===== config.mk =====
export PLATFORM = sky130hd
export DESIGN_NAME = l2_miss_arbiter_flat
export DESIGN_NICKNAME = d
export VERILOG_FILES = /design/src/rtl/l2_miss_arbiter_pkg.sv /design/src/rtl/l2_miss_arbiter_if.sv /design/src/rtl/l2_miss_arbiter_wb_port_mux.sv /design/src/rtl/l2_miss_arbiter.sv /design/src/flat_wrapper.sv
export SDC_FILE = /design/constraint.sdc
export NUM_CORES = 1
export LEC_CHECK = 0
export CORE_AREA = 2 2 336 338
export CTS_BUF_LIST = sky130_fd_sc_hd__clkbuf_16
export CTS_CLUSTER_DIAMETER = 40
export DETAILED_ROUTE_END_ITERATION = 8
export DIE_AREA = 0 0 338 340
export GPL_TIMING_DRIVEN = 0
export PLACE_DENSITY_LB_ADDON = 0.3
export SLEW_MARGIN = 20
export SYNTH_ARGS = -nofsm -noshare
export SYNTH_HDL_FRONTEND = slang
export SYNTH_SLANG_ARGS = --single-unit

===== constraint.sdc =====
create_clock -name clk -period 1.9 [get_ports clk]
set_input_delay 0.475 -clock clk [delete_from_list [all_inputs] [get_ports clk]]
set_output_delay 0.475 -clock clk [all_outputs]
set_load 0.05 [all_outputs]

===== src/rtl/l2_miss_arbiter_pkg.sv =====
// Shared types and width constants for the L2 miss arbiter.
// Optional build macro: ARB_ROUND_ROBIN_EN (round-robin tie break in place
// of fixed dcache priority).
package l2_miss_arbiter_pkg;

    // Default wishbone widths: one 128-bit line, line address ADR[15:4].
    localparam int LINE_W = 128;
    localparam int ADR_W  = 12;
    localparam int SEL_W  = LINE_W / 8;

    typedef enum logic [1:0] {
        IDLE  = 2'd0,
        GNT_I = 2'd1,
        GNT_D = 2'd2
    } arb_state_t;

    typedef enum logic {
        SRC_I = 1'b0,
        SRC_D = 1'b1
    } arb_src_t;

    // Winner of an arbitration round. Only meaningful when at least one
    // request is present; the caller qualifies it with req_i | req_d.
    function automatic arb_src_t pick_winner(
        input logic     req_i,
        input logic     req_d,
        input arb_src_t last_gnt,
        input logic     rr_en
    );
        arb_src_t win;
        if (req_i && req_d) begin
            if (rr_en) begin
                win = (last_gnt == SRC_D) ? SRC_I : SRC_D;
            end else begin
                win = SRC_D;
            end
        end else if (req_d) begin
            win = SRC_D;
        end else begin
            win = SRC_I;
        end
        return win;
    endfunction

endpackage


===== src/rtl/l2_miss_arbiter_if.sv =====
// Wishbone line-transfer interface used on both L1 miss ports and the L2 port.
// The master modport is the side that drives CYC/STB; slave answers with
// DAT_S/ACK/RTY.
interface l2_miss_arbiter_if #(
    parameter int LINE_W = l2_miss_arbiter_pkg::LINE_W,
    parameter int ADR_W  = l2_miss_arbiter_pkg::ADR_W,
    parameter int SEL_W  = l2_miss_arbiter_pkg::SEL_W
);
    logic              cyc;
    logic              stb;
    logic              we;
    logic [SEL_W-1:0]  sel;
    logic [ADR_W-1:0]  adr;
    logic [LINE_W-1:0] dat_m;
    logic [LINE_W-1:0] dat_s;
    logic              ack;
    logic              rty;

    modport master (
        output cyc, stb, we, sel, adr, dat_m,
        input  dat_s, ack, rty
    );

    modport slave (
        input  cyc, stb, we, sel, adr, dat_m,
        output dat_s, ack, rty
    );
endinterface


===== src/rtl/l2_miss_arbiter_wb_port_mux.sv =====
// Combinational 2:1 steering between the icache and dcache miss ports and the
// single L2 port. Request signals follow the selected master only while a
// grant is valid; ACK/RTY are returned only to that master. Read data is
// broadcast because it is qualified by ACK at the receiver.
module l2_miss_arbiter_wb_port_mux
    import l2_miss_arbiter_pkg::*;
(
    input  logic             gnt_valid,
    input  arb_src_t         src,
    l2_miss_arbiter_if.slave  icache,
    l2_miss_arbiter_if.slave  dcache,
    l2_miss_arbiter_if.master l2
);

    // Steer requests to L2 and route the termination back to the owner.
    always_comb begin
        l2.cyc     = 1'b0;
        l2.stb     = 1'b0;
        l2.we      = 1'b0;
        l2.sel     = '0;
        l2.adr     = '0;
        l2.dat_m   = '0;
        icache.ack = 1'b0;
        icache.rty = 1'b0;
        dcache.ack = 1'b0;
        dcache.rty = 1'b0;
        if (gnt_valid) begin
            if (src == SRC_D) begin
                l2.cyc     = dcache.cyc;
                l2.stb     = dcache.stb;
                l2.we      = dcache.we;
                l2.sel     = dcache.sel;
                l2.adr     = dcache.adr;
                l2.dat_m   = dcache.dat_m;
                dcache.ack = l2.ack;
                dcache.rty = l2.rty;
            end else begin
                l2.cyc     = icache.cyc;
                l2.stb     = icache.stb;
                l2.we      = icache.we;
                l2.sel     = icache.sel;
                l2.adr     = icache.adr;
                l2.dat_m   = icache.dat_m;
                icache.ack = l2.ack;
                icache.rty = l2.rty;
            end
        end
    end

    assign icache.dat_s = l2.dat_s;
    assign dcache.dat_s = l2.dat_s;

endmodule


===== src/rtl/l2_miss_arbiter.sv =====
// Arbitrates the icache and dcache miss ports onto the single L2 wishbone
// port. One grant per transaction; the grant is released when the L2 answers
// with ACK or RTY, or when the owner drops CYC.
// Build macro: ARB_ROUND_ROBIN_EN -- when defined, a tie goes to the master
// that was not granted last; otherwise dcache always wins a tie.
module l2_miss_arbiter (
    input  logic              clk,
    input  logic              rst_n,
    l2_miss_arbiter_if.slave  icache,
    l2_miss_arbiter_if.slave  dcache,
    l2_miss_arbiter_if.master l2
);
    import l2_miss_arbiter_pkg::*;

`ifdef ARB_ROUND_ROBIN_EN
    localparam logic RR_EN = 1'b1;
`else
    // last_gnt_reg is still maintained so both builds share one FSM.
    localparam logic RR_EN = 1'b0;
`endif

    arb_state_t state_reg;
    arb_src_t   last_gnt_reg;

    logic     req_i;
    logic     req_d;
    logic     gnt_valid;
    logic     owner_cyc;
    logic     gnt_done;
    arb_src_t gnt_src;
    arb_src_t winner;

    assign req_i = icache.cyc & icache.stb;
    assign req_d = dcache.cyc & dcache.stb;

    assign winner = pick_winner(req_i, req_d, last_gnt_reg, RR_EN);

    // Grant qualifier: outputs are only driven while a master owns the port.
    assign gnt_valid = (state_reg != IDLE);
    assign gnt_src   = (state_reg == GNT_D) ? SRC_D : SRC_I;

    // The transaction ends on a termination from L2 or an abort by the owner.
    assign owner_cyc = (gnt_src == SRC_D) ? dcache.cyc : icache.cyc;
    assign gnt_done  = l2.ack | l2.rty | ~owner_cyc;

    // Grant FSM: arbitrate in IDLE, hold the grant until the transaction ends.
    always_ff @(posedge clk) begin
        if (!rst_n) begin
            state_reg    <= IDLE;
            last_gnt_reg <= SRC_D;
        end else begin
            case (state_reg)
                IDLE: begin
                    if (req_i || req_d) begin
                        state_reg <= (winner == SRC_D) ? GNT_D : GNT_I;
                    end
                end
                GNT_I, GNT_D: begin
                    if (gnt_done) begin
                        state_reg    <= IDLE;
                        last_gnt_reg <= gnt_src;
                    end
                end
                default: begin
                    state_reg <= IDLE;
                end
            endcase
        end
    end

    l2_miss_arbiter_wb_port_mux u_mux (
        .gnt_valid (gnt_valid),
        .src       (gnt_src),
        .icache    (icache),
        .dcache    (dcache),
        .l2        (l2)
    );

endmodule

===== src/flat_wrapper.sv =====
// flat-port wrapper written by rule: the top's interface ports become plain ports
module l2_miss_arbiter_flat import l2_miss_arbiter_pkg::*;
  (clk, rst_n, icache_cyc, icache_stb, icache_we, icache_sel, icache_adr, icache_dat_m, icache_dat_s, icache_ack, icache_rty, dcache_cyc, dcache_stb, dcache_we, dcache_sel, dcache_adr, dcache_dat_m, dcache_dat_s, dcache_ack, dcache_rty, l2_cyc, l2_stb, l2_we, l2_sel, l2_adr, l2_dat_m, l2_dat_s, l2_ack, l2_rty);
  l2_miss_arbiter_if icache_i ();
  l2_miss_arbiter_if dcache_i ();
  l2_miss_arbiter_if l2_i ();
  input  logic clk;
  input  logic rst_n;
  input wire logic [$bits(icache_i.cyc)-1:0] icache_cyc;
  input wire logic [$bits(icache_i.stb)-1:0] icache_stb;
  input wire logic [$bits(icache_i.we)-1:0] icache_we;
  input wire logic [$bits(icache_i.sel)-1:0] icache_sel;
  input wire logic [$bits(icache_i.adr)-1:0] icache_adr;
  input wire logic [$bits(icache_i.dat_m)-1:0] icache_dat_m;
  output wire logic [$bits(icache_i.dat_s)-1:0] icache_dat_s;
  output wire logic [$bits(icache_i.ack)-1:0] icache_ack;
  output wire logic [$bits(icache_i.rty)-1:0] icache_rty;
  input wire logic [$bits(dcache_i.cyc)-1:0] dcache_cyc;
  input wire logic [$bits(dcache_i.stb)-1:0] dcache_stb;
  input wire logic [$bits(dcache_i.we)-1:0] dcache_we;
  input wire logic [$bits(dcache_i.sel)-1:0] dcache_sel;
  input wire logic [$bits(dcache_i.adr)-1:0] dcache_adr;
  input wire logic [$bits(dcache_i.dat_m)-1:0] dcache_dat_m;
  output wire logic [$bits(dcache_i.dat_s)-1:0] dcache_dat_s;
  output wire logic [$bits(dcache_i.ack)-1:0] dcache_ack;
  output wire logic [$bits(dcache_i.rty)-1:0] dcache_rty;
  output wire logic [$bits(l2_i.cyc)-1:0] l2_cyc;
  output wire logic [$bits(l2_i.stb)-1:0] l2_stb;
  output wire logic [$bits(l2_i.we)-1:0] l2_we;
  output wire logic [$bits(l2_i.sel)-1:0] l2_sel;
  output wire logic [$bits(l2_i.adr)-1:0] l2_adr;
  output wire logic [$bits(l2_i.dat_m)-1:0] l2_dat_m;
  input wire logic [$bits(l2_i.dat_s)-1:0] l2_dat_s;
  input wire logic [$bits(l2_i.ack)-1:0] l2_ack;
  input wire logic [$bits(l2_i.rty)-1:0] l2_rty;
  assign icache_i.cyc = icache_cyc;
  assign icache_i.stb = icache_stb;
  assign icache_i.we = icache_we;
  assign icache_i.sel = icache_sel;
  assign icache_i.adr = icache_adr;
  assign icache_i.dat_m = icache_dat_m;
  assign icache_dat_s = icache_i.dat_s;
  assign icache_ack = icache_i.ack;
  assign icache_rty = icache_i.rty;
  assign dcache_i.cyc = dcache_cyc;
  assign dcache_i.stb = dcache_stb;
  assign dcache_i.we = dcache_we;
  assign dcache_i.sel = dcache_sel;
  assign dcache_i.adr = dcache_adr;
  assign dcache_i.dat_m = dcache_dat_m;
  assign dcache_dat_s = dcache_i.dat_s;
  assign dcache_ack = dcache_i.ack;
  assign dcache_rty = dcache_i.rty;
  assign l2_cyc = l2_i.cyc;
  assign l2_stb = l2_i.stb;
  assign l2_we = l2_i.we;
  assign l2_sel = l2_i.sel;
  assign l2_adr = l2_i.adr;
  assign l2_dat_m = l2_i.dat_m;
  assign l2_i.dat_s = l2_dat_s;
  assign l2_i.ack = l2_ack;
  assign l2_i.rty = l2_rty;
  l2_miss_arbiter u_core (.clk(clk), .rst_n(rst_n), .icache(icache_i), .dcache(dcache_i), .l2(l2_i));
endmodule

Yosys cells after proc, flatten, opt, wreduce, memory -nomap -nowiden
Cells that the tools add are included.
Operators by class
  bitwise operators: 5
  equality and inequality tests: 4
  reduce and logical (&&, ||, !) cells: 6
  muxes and demuxes: 27
Operator list (count)
  $mux W128: 2
  $mux W16: 2
  $mux W12: 2
  $mux W1: 17
  $mux W2: 3
  $ne A2 B1 Y1 const B: 2
  $pmux W2 S2: 1
  $and A1 B1 Y1: 2
  $eq A2 B1 Y1 const B: 1
  $eq A2 B2 Y1 const B: 1
  $logic_not A2 Y1: 1
  $or A1 B1 Y1: 2
  $reduce_and A2 Y1: 1
  $reduce_bool A2 Y1: 1
  $reduce_or A2 Y1: 1
  $logic_and A1 B1 Y1: 1
  $logic_or A1 B1 Y1: 1
  $not A1 Y1: 1
Storage, ports and cells
  word-level logic and storage cells: 43
  input port bits: 450
  flip-flop bits (word level): 2

Longest topological paths before layout
Gate-level depths: netlist of run 1.
  word-level depth: 7
  gate-level depth with buffers: 7

Hierarchy
From an unflattened synthesis of run 1, not the netlist that was laid out.
Second synthesis, totals
  cells, all modules: 632
  area, all modules: 4929.7 um2
Modules (own cells, without submodules)
  l2_miss_arbiter_wb_port_mux: cells an instance 614, area an instance 4770.8 um2, seq. area each 0.0 um2, times used 1
  l2_miss_arbiter: cells an instance 18, area an instance 158.9 um2, seq. area each 40.0 um2, times used 1

Worst setup path after synthesis of run 1
OpenSTA, ideal clock, no wires.
  path kind: register -> output
  start: reg u_core.state_reg[0]
  end: out icache_ack
  arrival time: 2222 ps
  path buffers: 3
  slack: -797 ps
  required time: 1425 ps
  cell stages (with the launch flop): 7
  path through: dfxtp_1 > inv_1 > ha_1 > buf_4 > buf_4 > buf_2 > nor3b_1
On the way
  word-level cells in the longest chain between the ends: 4
RTL lines
  from (decl): line l2_miss_arbiter.sv:22  | arb_state_t state_reg;
  from (signal assigned): line l2_miss_arbiter.sv:55  | state_reg <= (winner == SRC_D) ? GNT_D : GNT_I;
  $eq A2 B2 Y1: line l2_miss_arbiter.sv:40  | assign gnt_src = (state_reg == GNT_D) ? SRC_D : SRC_I;
  $mux W1: line l2_miss_arbiter.sv:40
  $mux W1: line l2_miss_arbiter_wb_port_mux.sv:28  | if (src == SRC_D) begin
  $mux W1 (*): line l2_miss_arbiter_wb_port_mux.sv:27  | if (gnt_valid) begin
  to (decl): line flat_wrapper.sv:16  | output wire logic [$bits(icache_i.ack)-1:0] icache_ack;
Mark *: on every way between the ends. The rest lies on a longest branch, timed or not.

Worst setup path in the final report of run 1
  start: reg u_core.state_reg[0]
  end: out l2_dat_m[80]
On the way
  word-level cells in the longest chain between the ends: 4
RTL lines
  $eq A2 B2 Y1: line l2_miss_arbiter.sv:40
  $mux W1: line l2_miss_arbiter.sv:40
  $mux W128: line l2_miss_arbiter_wb_port_mux.sv:28
  $mux W128 (*): line l2_miss_arbiter_wb_port_mux.sv:27
  to (decl): line flat_wrapper.sv:32  | output wire logic [$bits(l2_i.dat_m)-1:0] l2_dat_m;
Marks and branches as above.

==> run summary, run 1 <==
status - finished, violations left
failing checks - setup timing
Top FF cell, synth - dfxtp_1
number of violations of the max-capacitance limit - 0
Syn Std Cell Area - 4470 µm²
maximum clock frequency - 417 MHz
GP Congestion - 0.775
Final #Nets - 1888
Inserted Clock Buffers - 3
Syn Area/Cell - 7.09 µm²
startpoint of the most critical register-to-register path - u_core.state_reg[0]
ratio of cells with drive above 1 in the final layout - 54.8%
post-layout min period - 2.40 ns
worst path arrival time - 1.92 ns
Diodes inserted - 0
via count - 7147
class of the most critical hold timing path - register to register
number of global-route vias before repair - 7530
clock latency on the worst-skew pair - 0.22 ns
count of unique library cells instantiated by Yosys - 21
worst slack, placed - -1.92 ns
reg2reg setup slack - 0.02 ns
core occupancy in the finished layout - 15.8%
tightest hold margin - 0.516 ns
power per standard cell area - 424 nW/µm²
final antenna-violating net count - 0
library cell with the highest instance count after synthesis - buf_4
starting utilization of the core area - 4.00%
kind of start point of the critical path - register
largest buffer count on any clock path - 2
most used cell along the critical path - buf_16
total of buffers placed on input and output ports - 740
die extent in x - 338 µm
Worst Clk Skew - 0.00105 ns
synthesized flop and latch total - 2
Worst-path clk slew - 0.03 ns
ys async rst share - 0%
Tot GR Track Use - 10.0%
setup repair after global routing missed its margin - yes
Gate power share - 95.1%
total number of clock tree sinks - 2
commonest cells in the netlist - buf_4 (265), mux2i_1 (158), nor2_1 (158)
worst supply voltage drop on vdd - 224 µV
largest net degree at the start of global routing - 11
Std-Cell Core Area - 112000 µm²
Syn Inst Count - 630
cell types with the largest area share after synthesis - buf_4 (45%), mux2i_1 (35%), nor2_1 (13%)
cell depth of the worst min-delay path - 2
CTS tree - done
Setup crit end kind - primary output
Sw Ratio - 54.1%
leftover overflow at the end of global routing - 0
standby leakage power - 6.34 nW
crit path launch - u_core.state_reg[0]
final-layout fill cell count - 12500
Final Hold Violating Endpoints - 0
power share of the sequential group - 0.7%
clock tree root driver cell - clkbuf_16
maximum level of the CTS H-tree - 1
die area - 115000 µm²
Routed WL - 62200 µm
final cycle utilization of the critical path - 126%
post-synthesis sequential area ratio - 0.896%
end of the worst register-to-register path - u_core.state_reg[0]
Worst Setup Path Type - register to primary output
net switching power - 4.03 mW
hold endpoint - u_core.state_reg[1]
final total power - 7.46 mW
fraction of synthesized cell area taken by the top area cell type - 44.5%
drt wl/cell - 21.2 µm
first-pass GRT wire length - 75400 µm
required time worst endpoint - 1.42 ns
io pins - 869
area grow syn2layout - 293%
number of synthesized flops with an enable pin - 0
Std-Cell Rows - 123
cell-internal power - 3.42 mW
Pre-Repair DR Iteration Count - 4
final HPWL from detailed placement - 55200 µm
warnings from Yosys - 0
Post-Layout Inst Area - 17600 µm²
vertical die dimension - 340 µm
DRC errors left - 0
slew at the pin closest to its max-slew limit - 0.717 ns
pins over their slew limit - 0
top cell type by total area after synthesis - buf_4
detailed-route vias per instance - 2.44
number of flip-flops under the largest register name - 2
number of antenna violations at the first check in global routing - 7
number of buffers and inverters on the critical path - 5
number of failing setup endpoints in the final timing report - 164
chain of cells forming the critical path - inv_2 -> ha_4 -> buf_12 -> buf_16 -> buf_16 -> mux2i_4 -> nor2_4 -> buf_6
violation count after the first detailed-route iteration - 149
relative max-transition margin - 52.1%
count of cell instances traversed by the critical path - 8
worst-path cell with the longest stage delay - mux2i_4
Placed Instance Area - 14300 µm²
count of cells along the worst register-to-register path - 9
setup slack after layout - -0.499 ns
Critical Path Max Stage Delay - 0.43 ns
Net Count, Synth - 1082
origin of the worst min-delay path - u_core.state_reg[1]
family with the most delay on the worst path - buffers and inverters
highest net fanout along the worst path - 6
portion of total power attributed to the clock network - 4.2%
## how the worst max path moves through the flow
| stage | endpoint | slack (ns) |
|---|---|---|
| after floorplan | l2_adr[3] | -0.31 |
| after global placement | l2_adr[8] | -2.15 |
| after detailed placement | l2_dat_m[125] | -1.92 |
| after CTS | l2_dat_m[85] | -0.62 |
| after global routing | l2_dat_m[86] | -0.58 |
| final | l2_dat_m[80] | -0.50 |
## cells in the final DEF (no fill, tap or decap), drive strengths merged
| cell type | instances |
|---|---|
| nor2 | 158 |
| and3b | 2 |
| buf | 497 |
| a21boi | 1 |
| clkbuf | 22 |
| ha | 2 |
| o22ai | 1 |
| nand4 | 1 |
| and2 | 1 |
| clkdlybuf4s50 | 573 |
| o221a | 1 |
| a22oi | 1 |
| inv | 2 |
| a21oi | 1 |
| nand2 | 2 |
| mux2i | 158 |
| nor3b | 3 |
| dlymetal6s2s | 4 |
| nor2b | 1 |
| mux2 | 1 |
| dfxtp | 2 |
## power groups by stage
| stage | sequential (mW) | combinational (mW) | clock (mW) |
|---|---|---|---|
| floorplan | 0.0475 | 3.37 | 0 |
| global placement | 0.0484 | 5.86 | 0 |
| detailed placement | 0.0482 | 5.85 | 0 |
| CTS | 0.0497 | 6.81 | 0.322 |
| global route | 0.0499 | 7.37 | 0.326 |
| finish | 0.0496 | 7.09 | 0.315 |
## cell families after synthesis
family | synth area share [%]
muxes | 35.7
and+or+nand+nor | 14.8
AOI/OAI and AO/OA | 0.840
buffers and inverters | 47.2
DFF | 0.896
adders and majority gates | 0.560
## tightest hold or removal path: cells and delay by family, from the launching register on
family / cells / cell delay [ns]
AND/OR/NAND/NOR: 1 / 0.06
AO/OA/AOI/OAI: 1 / 0.07
flip-flops: 1 / 0.33
## stage by stage
stage	std cells	TNS (ns)
6_report	2934	-60.43
4_1_cts	2908	-77.73
5_1_grt	2934	-73.13
3_3_place_gp	2870	-241.08
3_5_place_dp	2870	-240.20
2_1_floorplan	630	-24.93
## what timing repair did
item,CTS,global route
setup endpoints to repair,166,167
hold buffers,0,0
cloned,6,5
buffers inserted,29,36
gates resized for setup,1340,325
pin swaps,8,17
hold endpoints to repair,0,0
## layout make-up
type | count | area (µm²) | area share [%]
Tap cell | 1500 | 1880 | 10.7
Clock buffer | 3 | 75.1 | 0.427
Multi-Input combinational cell | 334 | 4480 | 25.5
Inverter | 2 | 7.51 | 0.0427
Sequential cell | 2 | 42.5 | 0.242
Buffer | 285 | 2370 | 13.5
Timing Repair Buffer | 808 | 8720 | 49.6
## per-layer routing
layer / track usage (%) / routed length (µm)
met1: 13.0 / 26600
met2: 17.4 / 30400
met3: 2.46 / 4920
met4: 0.315 / 202
met5: 0 / 33
(Power assumes the default switching activity.)
==> run 2: changes to the inputs <==
==> constraint.sdc (replaced) <==
create_clock -name clk -period 1.9 [get_ports clk]
set_input_delay 0.38 -clock clk [delete_from_list [all_inputs] [get_ports clk]]
set_output_delay 0.38 -clock clk [all_outputs]
set_load 0.05 [all_outputs]
==> run summary, run 2 (synthesis results as in run 1) <==
status - finished, violations left
failing checks - setup timing
CTS tree - done
Final Hold Violating Endpoints - 0 (unchanged)
class of the most critical hold timing path - register to register
Final #Nets - 1862 (-1.4%)
ratio of cells with drive above 1 in the final layout - 55.8% (+1.0 points)
Pre-Repair DR Iteration Count - 4 (unchanged)
required time worst endpoint - 1.52 ns (+0.10 ns)
Worst-path clk slew - 0.03 ns (about the same)
Routed WL - 59900 µm (-3.7%)
reg2reg setup slack - 0.01 ns (about the same)
drt wl/cell - 20.6 µm (-2.9%)
die extent in x - 338 µm (unchanged)
Worst Setup Path Type - register to primary output
worst supply voltage drop on vdd - 193 µV (-14%)
via count - 7028 (-1.7%)
DRC errors left - 0 (unchanged)
final antenna-violating net count - 0 (unchanged)
worst slack, placed - -1.57 ns (+0.354 ns)
final-layout fill cell count - 12600 (+0.40%)
clock latency on the worst-skew pair - 0.22 ns (about the same)
cell count after placement - 2870 (unchanged)
Worst Clk Skew - 0.00404 ns (+0.00300 ns)
slew at the pin closest to its max-slew limit - 0.646 ns (-0.0712 ns)
Setup crit end kind - primary output
violation count after the first detailed-route iteration - 172 (+15%)
largest net degree at the start of global routing - 11 (unchanged)
number of global-route vias before repair - 7035 (-6.6%)
area grow syn2layout - 282%
Tot GR Track Use - 9.30% (-0.70 points)
die area - 115000 µm² (unchanged)
most used cell along the critical path - buf_12
total of buffers placed on input and output ports - 740 (unchanged)
leftover overflow at the end of global routing - 0 (unchanged)
chain of cells forming the critical path - inv_2 -> ha_4 -> buf_12 -> buf_12 -> mux2i_4 -> nor2_4 -> buf_2
number of antenna violations at the first check in global routing - 6 (-1)
largest buffer count on any clock path - 2 (unchanged)
final HPWL from detailed placement - 54000 µm (-2.2%)
maximum clock frequency - 438 MHz (+5.2%)
kind of start point of the critical path - register
io pins - 869 (unchanged)
GP Congestion - 0.813 (+4.9%)
Inserted Clock Buffers - 3 (unchanged)
tightest hold margin - 0.507 ns (-0.00899 ns)
Std-Cell Rows - 123 (unchanged)
commonest cells after routing, fill and taps aside - clkdlybuf4s50_1 (577), buf_4 (284), mux2i_4 (113), buf_6 (109), nor2_2 (75)
total number of clock tree sinks - 2 (unchanged)
maximum level of the CTS H-tree - 1 (unchanged)
final cycle utilization of the critical path - 120% (-6.2 points)
number of violations of the max-capacitance limit - 0 (unchanged)
standby leakage power - 6.08 nW (-4.1%)
post-layout min period - 2.28 ns (-0.118 ns)
Critical Path Max Stage Delay - 0.39 ns (-0.04 ns)
number of failing setup endpoints in the final timing report - 163 (-0.61%)
starting utilization of the core area - 4.00% (unchanged)
power per standard cell area - 427 nW/µm² (+0.55%)
worst-path cell with the longest stage delay - mux2i_4
number of hold-repair buffers added at the cts stage - 0 (unchanged)
first-pass GRT wire length - 70500 µm (-6.6%)
setup repair after global routing missed its margin - yes
Final Non-Filler Cells - 2909 (-0.85%)
worst path arrival time - 1.90 ns (-0.02 ns)
Std-Cell Core Area - 112000 µm² (unchanged)
number of flip-flops under the largest register name - 2 (unchanged)
vertical die dimension - 340 µm (unchanged)
family with the most delay on the worst path - buffers and inverters
number of buffers and inverters on the critical path - 4 (-1)
detailed-route vias per instance - 2.42 (-0.82%)
most common library cell in the layout ignoring fill and taps - clkdlybuf4s50_1
highest net fanout along the worst path - 10 (+4)
final total power - 7.29 mW (-2.3%)
setup slack after layout - -0.381 ns (+0.118 ns)
clock tree root driver cell - clkbuf_16
relative max-transition margin - 56.8% (+4.7 points)
pins over their slew limit - 0 (unchanged)
==> run 2: cell count changes in the layout (fill, tap and decap cells not counted), sizes merged <==
cell	change
buf	-38
diode	+1
dlymetal6s2s	-4
clkdlybuf4s50	+4
clkbuf	+12
==> run 2: area by class of cell <==
cell class | count | area (µm²) | area share (%)
inverters | 2 | 7.51 | 0.0439
flip-flops and latches | 2 | 42.5 | 0.249
diodes | 1 | 2.50 | 0.0146
plain buffers | 292 | 2510 | 14.7
clock buffers | 3 | 75.1 | 0.439
repair buffers | 775 | 7980 | 46.7
multi-input cells | 334 | 4580 | 26.8
well taps | 1500 | 1880 | 11.0
==> run 2: final timing paths <==
| check | start | to | cells past startpoint |
|---|---|---|---|
| min | u_core.state_reg[1] | u_core.state_reg[1] | 2 |
| max reg2reg | u_core.state_reg[0] | u_core.state_reg[0] | 8 |
| min reg2reg | u_core.state_reg[1] | u_core.state_reg[1] | 2 |
| max | u_core.state_reg[0] | l2_dat_m[62] | 7 |
==> run 2: what timing repair did <==
item | in CTS | in global routing
setup endpoints to repair | 163 | 163
gates cloned | 0 | 12
pin swaps | 2 | 9
setup buffers | 1 | 22
gates resized for setup | 1051 | 500
==> run 2: per-stage QoR <==
stage | instance area, µm² | TNS (ns) | util (%)
after detailed placement | 14400 | -192.83 | 12.9
after floorplan | 5110 | -11.54 | -
after global routing | 17100 | -62.74 | 15.3
after CTS | 15400 | -67.25 | 13.8
final | 17100 | -47.22 | 15.3
after global placement | 14400 | -244.44 | 12.9
==> run 2: per-layer routing <==
metal	vias up	global-route usage [%]	routed length (µm)
li1	3359	-	-
met1	3205	12.3	26000
met2	446	16.0	28900
met3	14	2.18	4720
met4	4	0.194	191
met5	-	0	34
==> run 2: power by group <==
| part | switching [mW] | total (mW) | internal (mW) |
|---|---|---|---|
| Combinational | 3.98 | 6.92 | 2.94 |
| Sequential | 0.00310 | 0.0492 | 0.0461 |
| Clock | 0.0485 | 0.316 | 0.268 |
==> run 2: worst reg2reg max path: stages (launching register included) <==
cell and delay [ns]:
dfxtp_2 0.31, inv_2 0.07, ha_4 0.19, clkbuf_16 0.22
buf_8 0.13, mux2_4 0.30, buf_4 0.14, and2_1 0.14
o221a_1 0.26
==> edit 1 (settings of run 2) <==
Set the package constant `LINE_W` to 136 (it was 128).
--- a/src/rtl/l2_miss_arbiter_pkg.sv
+++ b/src/rtl/l2_miss_arbiter_pkg.sv
@@ -6,3 +6,3 @@
     // Default wishbone widths: one 128-bit line, line address ADR[15:4].
-    localparam int LINE_W = 128;
+    localparam int LINE_W = 136;
     localparam int ADR_W  = 12;
Interface: changed (9 resized); port bits go from 869 to 920. The function was not compared with the original's and may differ.
==> edit 1 against run 2 <==
- the flow still finishes with violations (setup timing)
- synthesized area grew 5.7%
- sequential cell count unchanged
- routed wire length decreased by 4.4%
- worst setup slack worse by 0.031 ns
- clock skew fell by 0.0027 ns
- cell area rose by 7.5%
- first-iteration DRC count shrank 33%
- combinational power rose by 6.5%
- via count increased by 7.7%
- total power is 6.3% higher
- clock power is 2% higher
- highest routed layer unchanged
==> edit 1: results (changes against run 2) <==
place:
  dp_slack_ns: -1.77  # -0.207 ns
  dp_hpwl_um: 48400  # -10%
  io_buffers: 783  # +5.8%
setup_path:
  r2r_cells: 7  # -1
  cpPeakStageDelay_ns: 0.32  # -0.07 ns
  r2r_setup_slack_ns: 0.22  # +0.21 ns
  cpMaxStageDelayCell: "dfxtp_2"
final_layout:
  nNetsFinal: 2001  # +7.5%
  n_antenna_cell: 0  # -1
  layout-drive-gt1-share: 0.538  # -0.0204
  final.fill_count: 12500  # -0.84%
global_route:
  grt_pass1_vias: 7842  # +11%
  grt_max_degree: 11  # unchanged
  grt_usage: 0.0893  # -0.00370
  antenna_found_initial: 3  # -3
timing:
  post-route-worst-setup-slack_ns: -0.412  # -0.0308 ns
  finalSetupViolCount: 172  # +5.5%
  timing.hold.ws_ns: 0.496  # -0.0110 ns
  skew_ns: 0.00138  # -0.00267 ns
  setup_tns_ns: -47.41  # -0.185 ns
  slew-limit-headroom: 0.539  # -0.0284
synth:
  synth_area_leaders: "buf_4 (45%), mux2i_1 (35%), nor2_1 (13%)"
  syn-num-nets: 1144  # +5.7%
  synth_common_cells: "buf_4 (282), mux2i_1 (167), nor2_1 (167)"
  yosysSeqAreaShare: 0.00848  # -0.000484
status:
  status: "complete, but fails checks"
  violations: "setup timing"
worst_hold_path:
  hold_end: "u_core.state_reg[1]"
  holdPathStages: 2  # unchanged
drt:
  routedWlPerCell_um: 18.9  # -8.0%
  initialDrtViolationCount: 116  # -33%
power_and_ir_drop:
  switchingPower_mw: 4.12  # +2.0%
  p_leak_nw: 6.70  # +10%
[edit 1: cell families after synthesis]
kind of cell	synth area share
AO/OA/AOI/OAI	0.00795
adder cells (fa/ha/maj)	0.00530
AND/OR/NAND/NOR	0.147
buffers and inverters	0.474
multiplexers	0.357
flip-flops	0.00848
[edit 1: worst max path at each step]
stage | to | slack (ns)
after floorplan | l2_adr[4] | -0.28
after global placement | l2_dat_m[64] | -2.41
after global routing | l2_dat_m[98] | -0.46
after detailed placement | l2_sel[15] | -1.77
after CTS | l2_adr[10] | -0.51
final | l2_dat_m[98] | -0.41
[edit 1: power by group through the flow]
| stage | logic [mW] | registers (mW) | clock network, mW |
|---|---|---|---|
| after floorplan | 3.60 | 0.0474 | 0 |
| after global routing | 7.68 | 0.0499 | 0.335 |
| after CTS | 6.96 | 0.0492 | 0.328 |
| final | 7.37 | 0.0495 | 0.321 |
| after global placement | 6.04 | 0.0484 | 0 |
| after detailed placement | 6.04 | 0.0479 | 0 |
[edit 1: through the flow]
step                      instance area (µm²)  power [mW]  std cells
after floorplan                          5360        3.65        666
after global placement                  15100        6.09       2949
after detailed placement                15100        6.08       2950
after CTS                               17300        7.34       3000
after global routing                    18400        8.06       3021
final                                   18400        7.74       3021
[edit 1: routing by layer]
| layer | up-vias | global-route usage | share of wire |
|---|---|---|---|
| met5 | - | 0 | 0.00023 |
| met4 | 2 | 0.0131 | 0.012 |
| met3 | 24 | 0.0169 | 0.068 |
| met2 | 436 | 0.164 | 0.51 |
| met1 | 3489 | 0.108 | 0.41 |
| li1 | 3620 | - | - |
[edit 1: layout make-up]
cell class	count	area, µm²	area share
clock buffer	3	75.1	0.00409
buffer	305	2620	0.143
multi-input combinational	352	4440	0.242
timing repair buffer	857	9300	0.506
sequential	2	42.5	0.00232
inverter	2	7.51	0.000409
tap	1500	1880	0.102
[edit 1: worst min-delay path, cell delays in order (launching register included)]
cell,delay (ns)
dfxtp_2,0.33
nand2_1,0.06
o22ai_1,0.06
[edit 1: timing repair]
action	in CTS	in global routing
setup buffers	36	30
hold buffers	0	0
hold endpoints to repair	0	0
pin swaps	7	21
endpoints found under the setup margin	172	173
cloned	11	5
gates resized for setup	1379	309
==> edit 2 (config.mk and constraints of run 2) <==
Without the edit above. Re-encode `arb_state_t` (3 states) as one-hot, 3 bits wide.
--- a/src/rtl/l2_miss_arbiter_pkg.sv
+++ b/src/rtl/l2_miss_arbiter_pkg.sv
@@ -10,6 +10,6 @@
 
-    typedef enum logic [1:0] {
-        IDLE  = 2'd0,
-        GNT_I = 2'd1,
-        GNT_D = 2'd2
+    typedef enum logic [2:0] {
+        IDLE  = 3'b001,
+        GNT_I = 3'b010,
+        GNT_D = 3'b100
     } arb_state_t;
Formal check against the unedited RTL: same outputs for any inputs over 4 cycles, from zero or initial values and one cycle with rst_n low; so few cycles prove little.
==> edit 2 against run 2 <==
- the run still ends with setup timing left
- sequential cell count up 1
- total power down 21%
- clock power up 3%
- core utilization down 2.3 points
- cell area down 15%
- sequential share of layout area up 0.19 points
- worst setup slack worse by 0.21 ns
- first-iteration DRC count up 20%
- synthesized area down 0.20%
- routed wire length up 14%
- fmax down 8.5%
- largest power group unchanged
- highest routed layer unchanged
==> edit 2: results (changes against run 2) <==
clock_network:
  cts_resized: 824  # -22%
synth:
  yosysSeqAreaShare: 0.0135  # +0.00451
  synth_compound_area_frac: 0.184  # +0.176
  netlist_instances: 813  # +29%
  synth_common_cells: "nand2_1 (323), buf_4 (265), a21oi_1 (160)"
  syn-num-nets: 1263  # +17%
  synth_cell_types: 19  # -9.5%
  muxShareOfSynthArea: 0  # -0.357
  synth_area_leaders: "buf_4 (45%), nand2_1 (27%), a21oi_1 (18%)"
setup_path:
  r2r-start: "u_core.state_reg[0]"
  r2r_cells: 5  # -3
  r2r-end: "u_core.state_reg[1]"
  cpPeakStageDelay_ns: 0.34  # -0.05 ns
  cpMaxStageDelayCell: "dfxtp_2"
  worstPathArrival_ns: 2.11  # +0.21 ns
status:
  violations: "setup timing"
  status: "complete, but fails checks"
drt:
  initialDrtViolationCount: 207  # +20%
place:
  place.gp.congestion: 0.854  # +5.1%
  dp_hpwl_um: 63500  # +18%
  dpl_cell_area_um2: 14300  # -0.75%
  dp_slack_ns: -1.75  # -0.183 ns
final_layout:
  nNetsFinal: 2014  # +8.2%
  final.fill_count: 13000  # +3.6%
  layoutNonFillerInstCount: 3066  # +5.4%
  layout-drive-gt1-share: 0.398  # -0.160
power_and_ir_drop:
  swShare: 0.594  # +0.0400
global_route:
  antenna_found_initial: 5  # -1
  grt_pass1_wl_um: 83600  # +19%
timing:
  setup_tns_ns: -69.26  # -22.04 ns
  post-route-worst-setup-slack_ns: -0.593  # -0.212 ns
  finalSetupViolCount: 163  # unchanged
[edit 2: cell type report]
class                   count  area share
plain buffers             310       0.169
multi-input cells         500       0.197
clock buffers               3     0.00515
flip-flops and latches      3     0.00438
well taps                1500       0.129
repair buffers            746       0.494
diodes                      3    0.000515
clock inverters             1    0.000258
[edit 2: per-layer routing]
| metal | vias up | global-route usage | wire length (µm) |
|---|---|---|---|
| met2 | 442 | 0.193 | 32500 |
| li1 | 3814 | - | - |
| met1 | 3569 | 0.146 | 30700 |
| met3 | 14 | 0.0288 | 4790 |
| met5 | - | 0 | 13 |
| met4 | 2 | 0.00667 | 234 |
[edit 2: worst min-delay path by stage]
| stage | from | end | slack (ns) | cells after the start |
|---|---|---|---|---|
| 6_report | u_core.state_reg[1] | u_core.state_reg[2] | 0.48 | 1 |
| 5_1_grt | u_core.state_reg[1] | u_core.state_reg[2] | 0.49 | 1 |
| 4_1_cts | u_core.state_reg[1] | u_core.state_reg[2] | 0.47 | 1 |
| 3_5_place_dp | u_core.state_reg[1] | u_core.state_reg[2] | 0.53 | 1 |
| 3_3_place_gp | u_core.state_reg[1] | u_core.state_reg[2] | 0.53 | 1 |
| 2_1_floorplan | u_core.state_reg[1] | u_core.state_reg[2] | 0.47 | 1 |
[edit 2: power groups by stage]
stage / clock network [mW] / registers (mW) / logic (mW)
global route: 0.338 / 0.0725 / 5.56
finish: 0.327 / 0.0718 / 5.35
detailed placement: 0 / 0.0720 / 5.37
global placement: 0 / 0.0720 / 5.39
floorplan: 0 / 0.0708 / 2.98
CTS: 0.331 / 0.0712 / 5.41
[edit 2: cells by family after synthesis]
| family | count (synthesis) |
|---|---|
| AND/OR/NAND/NOR | 337 |
| buffers and inverters | 310 |
| AO/OA/AOI/OAI | 163 |
| flip-flops | 3 |
